===== config.mk =====
export PLATFORM = sky130hd
export DESIGN_NAME = alu_share_arbiter
export DESIGN_NICKNAME = d
export VERILOG_FILES = /design/src/rtl/alu_share_arbiter.sv
export SDC_FILE = /design/constraint.sdc
export NUM_CORES = 1
export LEC_CHECK = 0
export CORE_ASPECT_RATIO = 1.2
export CORE_MARGIN = 2
export CORE_UTILIZATION = 40
export DETAILED_ROUTE_END_ITERATION = 16
export GPL_ROUTABILITY_DRIVEN = 1
export PLACE_DENSITY_LB_ADDON = 0.2
export SLEW_MARGIN = 20
export SYNTH_ARGS = -nofsm -noshare
export SYNTH_HDL_FRONTEND = slang
export SYNTH_SLANG_ARGS = --single-unit

===== constraint.sdc =====
create_clock -name clk -period 9 [get_ports clk]
set_input_delay 1.8 -clock clk [delete_from_list [all_inputs] [get_ports clk]]
set_output_delay 1.8 -clock clk [all_outputs]
set_load 0.03 [all_outputs]

===== src/rtl/alu_share_arbiter.sv =====
// alu_share_arbiter: round-robin front end that lets NUM_REQ issue sources
// share a single ALU. It accepts one operation at a time, launches registered
// operands to the ALU, captures the result, and returns it over a valid/ready
// response handshake. Illegal opcodes never reach the ALU. They come back as
// an error response with the result and flags zeroed.
module alu_share_arbiter #(
   parameter int DATA_WIDTH = 32,
   parameter int NUM_REQ    = 2
) (
   input  logic                          clk,
   input  logic                          rst,
   input  logic [NUM_REQ-1:0]            req_valid,
   output logic [NUM_REQ-1:0]            req_ready,
   input  logic [NUM_REQ*DATA_WIDTH-1:0] req_src_a,
   input  logic [NUM_REQ*DATA_WIDTH-1:0] req_src_b,
   input  logic [NUM_REQ*3-1:0]          req_op,
   output logic [NUM_REQ-1:0]            rsp_valid,
   input  logic [NUM_REQ-1:0]            rsp_ready,
   output logic [DATA_WIDTH-1:0]         rsp_result,
   output logic [3:0]                    rsp_flags,
   output logic                          rsp_err,
   output logic [DATA_WIDTH-1:0]         alu_src_a,
   output logic [DATA_WIDTH-1:0]         alu_src_b,
   output logic [2:0]                    alu_control,
   input  logic [DATA_WIDTH-1:0]         alu_result,
   input  logic [3:0]                    alu_flags
);

   localparam int                 PTR_W   = (NUM_REQ > 1) ? $clog2(NUM_REQ) : 1;
   localparam logic [PTR_W:0]     LP_NREQ = (PTR_W+1)'(NUM_REQ);
   localparam logic [NUM_REQ-1:0] LP_ONE  = NUM_REQ'(1);

   typedef enum logic [1:0] {
      S_IDLE = 2'd0,
      S_EXEC = 2'd1,
      S_RESP = 2'd2
   } state_t;

   state_t                  r_state;
   logic [PTR_W-1:0]        r_ptr;
   logic [PTR_W-1:0]        r_grant;
   logic                    r_illegal;
   logic [DATA_WIDTH-1:0]   r_alu_a;
   logic [DATA_WIDTH-1:0]   r_alu_b;
   logic [2:0]              r_alu_ctrl;
   logic [NUM_REQ-1:0]      r_rsp_valid;
   logic [DATA_WIDTH-1:0]   r_rsp_result;
   logic [3:0]              r_rsp_flags;
   logic                    r_rsp_err;

   logic                    w_found;
   logic [PTR_W-1:0]        w_gidx;
   logic [PTR_W:0]          w_sum;
   logic [PTR_W-1:0]        w_cand;
   logic [DATA_WIDTH-1:0]   w_sel_a;
   logic [DATA_WIDTH-1:0]   w_sel_b;
   logic [2:0]              w_sel_op;
   logic [NUM_REQ-1:0]      w_grant_oh;

   // Reduce a pointer sum (at most 2*NUM_REQ-2) back into 0..NUM_REQ-1.
   function automatic logic [PTR_W-1:0] f_wrap(input logic [PTR_W:0] v);
      logic [PTR_W:0] t;
      t = (v >= LP_NREQ) ? (v - LP_NREQ) : v;
      return t[PTR_W-1:0];
   endfunction

   // add, sub, and, or, slt are the only codes the ALU implements.
   function automatic logic f_legal(input logic [2:0] op);
      case (op)
         3'b000, 3'b001, 3'b010, 3'b011, 3'b101: return 1'b1;
         default:                                return 1'b0;
      endcase
   endfunction

   // Round-robin pick: first valid requester starting at the priority pointer.
   always_comb begin
      w_found = 1'b0;
      w_gidx  = '0;
      w_sum   = '0;
      w_cand  = '0;
      for (int k = 0; k < NUM_REQ; k++) begin
         w_sum  = {1'b0, r_ptr} + (PTR_W+1)'(k);
         w_cand = f_wrap(w_sum);
         if (!w_found && req_valid[w_cand]) begin
            w_found = 1'b1;
            w_gidx  = w_cand;
         end
      end
   end

   // Operand/opcode mux for the winning requester.
   always_comb begin
      w_sel_a  = '0;
      w_sel_b  = '0;
      w_sel_op = '0;
      for (int k = 0; k < NUM_REQ; k++) begin
         if (w_gidx == PTR_W'(k)) begin
            w_sel_a  = req_src_a[k*DATA_WIDTH +: DATA_WIDTH];
            w_sel_b  = req_src_b[k*DATA_WIDTH +: DATA_WIDTH];
            w_sel_op = req_op[k*3 +: 3];
         end
      end
   end

   // Accept strobe: one-hot, only while idle. Held low during reset so every
   // output reads 0 while rst is asserted.
   always_comb begin
      req_ready = '0;
      if (!rst && r_state == S_IDLE && w_found) begin
         req_ready[w_gidx] = 1'b1;
      end
   end

   assign w_grant_oh = LP_ONE << r_grant;

   // Control FSM with registered ALU launch and response capture.
   always_ff @(posedge clk or posedge rst) begin
      if (rst) begin
         r_state      <= S_IDLE;
         r_ptr        <= '0;
         r_grant      <= '0;
         r_illegal    <= 1'b0;
         r_alu_a      <= '0;
         r_alu_b      <= '0;
         r_alu_ctrl   <= '0;
         r_rsp_valid  <= '0;
         r_rsp_result <= '0;
         r_rsp_flags  <= '0;
         r_rsp_err    <= 1'b0;
      end else begin
         case (r_state)
            S_IDLE: begin
               if (w_found) begin
                  r_grant    <= w_gidx;
                  r_alu_a    <= w_sel_a;
                  r_alu_b    <= w_sel_b;
                  r_alu_ctrl <= f_legal(w_sel_op) ? w_sel_op : 3'b000;
                  r_illegal  <= !f_legal(w_sel_op);
                  r_state    <= S_EXEC;
               end
            end
            S_EXEC: begin
               r_rsp_result <= r_illegal ? '0   : alu_result;
               r_rsp_flags  <= r_illegal ? 4'h0 : alu_flags;
               r_rsp_err    <= r_illegal;
               r_rsp_valid  <= w_grant_oh;
               r_state      <= S_RESP;
            end
            S_RESP: begin
               if (rsp_ready[r_grant]) begin
                  r_rsp_valid <= '0;
                  r_ptr       <= f_wrap({1'b0, r_grant} + (PTR_W+1)'(1));
                  r_state     <= S_IDLE;
               end
            end
            default: r_state <= S_IDLE;
         endcase
      end
   end

   assign alu_src_a   = r_alu_a;
   assign alu_src_b   = r_alu_b;
   assign alu_control = r_alu_ctrl;
   assign rsp_valid   = r_rsp_valid;
   assign rsp_result  = r_rsp_result;
   assign rsp_flags   = r_rsp_flags;
   assign rsp_err     = r_rsp_err;

endmodule


==> results of run 1 <==
power by group:
| part | switching (mW) | internal [mW] |
|---|---|---|
| clock | 0.173 | 0.222 |
| combinational | 0.985 | 0.704 |
| sequential | 0.175 | 0.751 |
critical path: cells and delay by family:
kind	cells	cell delay [ns]
buffers and inverters	4	1.91
and+or+nand+nor	3	0.72
cell families after synthesis:
family                 after synthesis
muxes                                3
and+or+nand+nor                    161
AOI/OAI and AO/OA                  246
buffers and inverters               69
DFF                                111
sequential cells by signal (all words and copies together) (netlist names):
name	flops
r_illegal	1
r_ptr	1
alu_control	3
r_state	2
rsp_err	1
alu_src_a	32
alu_src_b	32
rsp_flags	4
rsp_valid	2
r_grant	1
rsp_result	32
cell usage after synthesis, types with 2 or more instances:
| cell | instances |
|---|---|
| buf_4 | 2 |
| nand3b_1 | 65 |
| o21ai_1 | 37 |
| o21ai_0 | 65 |
| nand2b_1 | 38 |
| nor2_1 | 2 |
| buf_2 | 12 |
| nand2_1 | 39 |
| nor2b_1 | 6 |
| a21oi_1 | 71 |
| dfrtp_1 | 111 |
| a31oi_1 | 68 |
| clkbuf_1 | 42 |
| nand4b_1 | 2 |
| inv_1 | 4 |
| buf_6 | 8 |
area by class of cell:
cell class | instances | area, um^2
fillers | 1141 | 4730
repair buffers | 289 | 2870
flip-flops and latches | 111 | 2780
multi-input cells | 410 | 2390
clock buffers | 10 | 239
well taps | 168 | 210
clock inverters | 6 | 60.1
inverters | 5 | 21.3
cell usage in the layout, fill, tap and decap left out, types with 5 or more instances in the layout:
cell and instances:
a21oi_1 71, a31oi_1 68, buf_4 6, clkbuf_16 9
clkdlybuf4s50_1 282, dfrtp_1 111, nand2_1 39, nand2b_1 37
nand3b_1 65, nor2b_1 5, o21ai_0 65, o21ai_1 37
worst max-delay path by stage:
stage / start / end / slack [ns] / cells after the start
after floorplan: rst / req_ready[1] / 2.47 / 2
after global placement: req_valid[1] / req_ready[0] / 2.76 / 7
after detailed placement: req_valid[1] / req_ready[0] / 2.76 / 7
after CTS: req_valid[1] / req_ready[0] / 2.74 / 7
after global routing: req_valid[1] / req_ready[0] / 2.57 / 7
final: req_valid[1] / req_ready[0] / 2.75 / 7
metal layers:
| metal | vias to the layer above | global-route usage | share of wire |
|---|---|---|---|
| met5 | - | 0 | 0 |
| met4 | 0 | 0.110 | 0.041 |
| met3 | 43 | 0.0653 | 0.081 |
| met2 | 255 | 0.383 | 0.48 |
| met1 | 2530 | 0.282 | 0.40 |
| li1 | 2589 | - | - |
==> flow_summary.yaml, run 1 <==
logic_synthesis:
  synth.distinct_cells: 34
  synthFlopType: "dfrtp_1"
  synth_top_family_by_area: "compound AO/OA/AOI/OAI gates"
  syn_inst: 590
  synth.area.top_cells: "dfrtp_1 51%, nand3b_1 8.9%, a31oi_1 7.8%, a21oi_1 6.5%, o21ai_0 5.9%"
  synth_top_area_share: 0.506
  synth_top_area_cell: "dfrtp_1"
  synthSimpleGateAreaFrac: 0.181
  synth_mux_area_frac: 0.00684
  synth_nets: 766
  synth_compound_area_frac: 0.243
  syn-cell-area_um2: 5490
  synth_xor_area_frac: 0
  ys_warn_count: 0
  async_flop_share: 1.00
  synth_seq_area_share: 0.506
  post_synth_fa_ha_maj_area_fraction: 0
  synth-seq-cells: 111
  synth_area_per_cell_um2: 9.30
  synth_edf_count: 0
layout:
  fin_area_um2: 8570
  antenna_cells: 0
  fin_util: 0.644
  finalNetCount: 1002
  area_growth_syn_to_layout_pct: 56.2
  drive_gt1_frac: 0.0385
  final-instance-count-excl-fill: 999
floorplan:
  die_x_um: 111
  core-area_um2: 13300
  start_util: 0.413
  design.die.area_um2: 14700
  ios: 284
  rows: 46
  dieHeight_um: 132
critical_path:
  worstRegToRegCells: 5
  r2r_slack_ns: 6.43
  arrival_ns: 4.45
  end_kind: "output port"
  crit_fanout: 69
  crit_chain: "buf_2 -> buf_4 -> or2_2 -> buf_4 -> and2_2 -> nor3b_1 -> clkdlybuf4s50_1"
  cp_common_cell: "buf_4"
  worstSetupPathType: "primary input to output port"
  cp.required_ns: 7.20
  cp_slowest_cell: "clkdlybuf4s50_1"
  cp_slowest_stage_delay_ns: 0.70
  r2r-start: "r_state[0]"
  start_kind: "primary input"
  r2r_end: "r_grant"
sta:
  max_freq_mhz: 160
  worst_slack_ns: 2.75
  relSlewSlack: 0.320
  min_period_over_period: 0.694
  finalHoldViolations: 0
  whs_ns: 0.487
  setup_tns_ns: 0
  setup_viol: 0
  worst_pin_slew_ns: 1.02
  fin_skew_ns: 0.00571
  drv_slew: 0
  rsz0062_at_grt: "no"
  finalWorstPathRequiredPeriod_ns: 6.25
pwr:
  cellLeakagePower_nw: 3.27
  max-vdd-ir-drop_mv: 0.218
  power_density_nw_per_um2: 351
  p_total_mw: 3.01
drt:
  via_count: 5417
  drc: 0
  wl_per_cell_um: 17.3
  drt_iter0_markers: 354
  route.antenna.remaining_nets: 0
  drt-total-wl_um: 17300
  drtPass1Iterations: 5
  via_per_inst: 5.42
placed_design:
  place_congestion: 0.771
  placed_area_um2: 8270
  dp_slack_ns: 2.76
  dp.cells: 983
  hpwlAfterDp_um: 11900
  numPortBuffers: 283
flow_run:
  max_cap_violations: 0
clock_tree:
  cts_tree: "done"
  cts_hold_buf: 0
  clk_latency_ns: 0.34
  cts.repair.resized: 0
  root_buffer: "clkbuf_16"
  cts-htree-levels: 3
  numCtsBuffers: 9
  cts.path.max_buffers: 2
  clk_pin_slew_ns: 0.07
  postCtsSetupBuffers: 0
  cts.sinks: 111
min_path:
  worstHoldStart: "rsp_flags[1]"
  min_to: "rsp_flags[1]"
  hold_depth: 2
  hp-class: "flip-flop to flip-flop"
global_routing:
  antenna_found_initial: 0
  gr-usage-all-layers: 0.232
  overflow: 0
  grt_max_degree: 137
  grt_pass1_wl_um: 28000
  grt_pass1_vias: 5527
run_status:
  status: "completed"
Power figures use the tool's default switching activity.
==> run 2, diff against run 1 <==
==> constraint.sdc (replaced) <==
create_clock -name clk -period 6.38 [get_ports clk]
set_input_delay 1.276 -clock clk [delete_from_list [all_inputs] [get_ports clk]]
set_output_delay 1.276 -clock clk [all_outputs]
set_load 0.03 [all_outputs]
==> run 2 against run 1 <==
Against the previous run:
- clock power increased by 57%
- global-route usage grew 0.82 points
- sequential share of layout area down 0.15 points
- utilization is 0.29 points higher
- worst hold slack worse by 0.0014 ns
- die area unchanged
- non-clock buffer count up 1
==> flow_summary.yaml, run 2 (synthesized netlist as in run 1, its figures left out) <==
flow_run:
  max_cap_violations: 0
clock_tree:
  cts.sinks: 111
  clk_pin_slew_ns: 0.07
  cts.path.max_buffers: 2
  clk_latency_ns: 0.34
  cts-htree-levels: 3
  numCtsBuffers: 9
  cts.repair.resized: 0
  root_buffer: "clkbuf_16"
  cts_hold_buf: 0
  cts_tree: "done"
  postCtsSetupBuffers: 0
drt:
  drc: 0
  drt_iter0_markers: 408
  wl_per_cell_um: 18.1
  route.antenna.remaining_nets: 0
  drt-total-wl_um: 18100
  via_per_inst: 5.46
  via_count: 5455
  drtPass1Iterations: 4
layout:
  drive_gt1_frac: 0.0397
  fin_util: 0.647
  area_growth_syn_to_layout_pct: 56.9
  finalNetCount: 1003
  fin_area_um2: 8610
  layout_commonest_cell: "clkdlybuf4s50_1"
  final-instance-count-excl-fill: 1000
  antenna_cells: 0
  final_cell_mix: "282 x clkdlybuf4s50_1, 111 x dfrtp_1, 71 x a21oi_1, 68 x a31oi_1"
critical_path:
  crit_chain: "clkdlybuf4s50_1 -> inv_4 -> and3_1 -> clkdlybuf4s50_1"
  worstSetupPathType: "primary input to output port"
  crit_fanout: 41
  cp_num_cells: 4
  path_buf_inv: 3
  path_delay_family: "buffers and inverters"
  cp_slowest_cell: "clkdlybuf4s50_1"
  end_kind: "output port"
  critPathLaunch: "rst"
  cp.required_ns: 5.10
  worstRegToRegCells: 4
  start_kind: "primary input"
  arrival_ns: 3.08
  endpoint: "req_ready[1]"
  cp_common_cell: "clkdlybuf4s50_1"
  cp_slowest_stage_delay_ns: 0.67
  r2r-start: "r_ptr"
  r2r_slack_ns: 4.53
  r2r_end: "alu_src_a[18]"
pwr:
  p_sw_mw: 1.91
  intPower_mw: 2.41
  pwr-share-seq: 0.302
  power_density_nw_per_um2: 502
  max-vdd-ir-drop_mv: 0.306
  clkPwrFrac: 0.143
  cellLeakagePower_nw: 3.29
  power_frac_comb: 0.555
  swShare: 0.442
run_status:
  status: "completed"
placed_design:
  hpwlAfterDp_um: 12200
  dp_slack_ns: 2.00
  numPortBuffers: 283
  placed_area_um2: 8280
  dp.cells: 984
  place_congestion: 0.786
sta:
  worst_slack_ns: 2.03
  relSlewSlack: 0.339
  worst_pin_slew_ns: 0.991
  max_freq_mhz: 230
  fin_skew_ns: 0.00910
  setup_tns_ns: 0
  rsz0062_at_grt: "no"
  finalWorstPathRequiredPeriod_ns: 4.35
  setup_viol: 0
  min_period_over_period: 0.682
  drv_slew: 0
  finalHoldViolations: 0
global_routing:
  grt_pass1_vias: 5738
  grt_max_degree: 137
  gr-usage-all-layers: 0.241
  antenna_found_initial: 0
  grt_pass1_wl_um: 28700
  overflow: 0
min_path:
  hp-class: "flip-flop to flip-flop"
floorplan:
  ios: 284
  dieHeight_um: 132
  rows: 46
  core-area_um2: 13300
  die_x_um: 111
  design.die.area_um2: 14700
  start_util: 0.413
run 2: changes by cell type in the layout (fill, tap and decap cells not counted):
| cell | before | now |
|---|---|---|
| inv_6 | 0 | 2 |
| buf_4 | 6 | 7 |
| clkinv_4 | 0 | 1 |
| bufinv_16 | 1 | 2 |
| clkinv_2 | 3 | 1 |
| clkinvlp_4 | 2 | 0 |
run 2: worst reg2reg max path: cells and delay by family, from the launching register on:
| family | cells | cell delay [ns] |
|---|---|---|
| DFF | 1 | 0.42 |
| AOI/OAI and AO/OA | 1 | 0.10 |
| and+or+nand+nor | 2 | 0.45 |
| buffers and inverters | 1 | 0.73 |
run 2: worst min-delay path by stage:
stage | startpoint | endpoint | slack, ns | cells after the start
finish | rsp_result[17] | rsp_result[17] | 0.49 | 2
global route | rsp_result[2] | rsp_result[2] | 0.52 | 2
CTS | rsp_result[28] | rsp_result[28] | 0.49 | 2
detailed placement | rsp_result[28] | rsp_result[28] | 0.48 | 2
global placement | rsp_flags[1] | rsp_flags[1] | 0.47 | 2
floorplan | r_ptr | r_ptr | 0.48 | 1
run 2: stage by stage:
step                hold WS [ns]  total power, mW
floorplan                  0.479             2.74
global placement           0.470             3.67
detailed placement         0.476             3.72
CTS                        0.492             4.36
global route               0.525             4.58
finish                     0.486             4.32
run 2: cell type report:
type	instances	area, um^2
clock buffers	10	239
clock inverters	6	91.3
fillers	1143	4690
inverters	5	21.3
multi-input cells	410	2390
flip-flops and latches	111	2780
well taps	168	210
repair buffers	290	2880
run 2: power by group through the flow:
stage / logic, mW / clock network (mW) / registers (mW)
2_1_floorplan: 0.822 / 0 / 1.92
3_3_place_gp: 2.38 / 0 / 1.29
3_5_place_dp: 2.42 / 0 / 1.31
4_1_cts: 2.42 / 0.632 / 1.30
5_1_grt: 2.57 / 0.655 / 1.35
6_report: 2.40 / 0.619 / 1.30
run 2: per-layer routing:
layer  routed length (um)  GRT usage
met2                 8990      0.427
met4                  691      0.119
met1                 6880      0.266
met3                 1500     0.0639
met5                    0          0
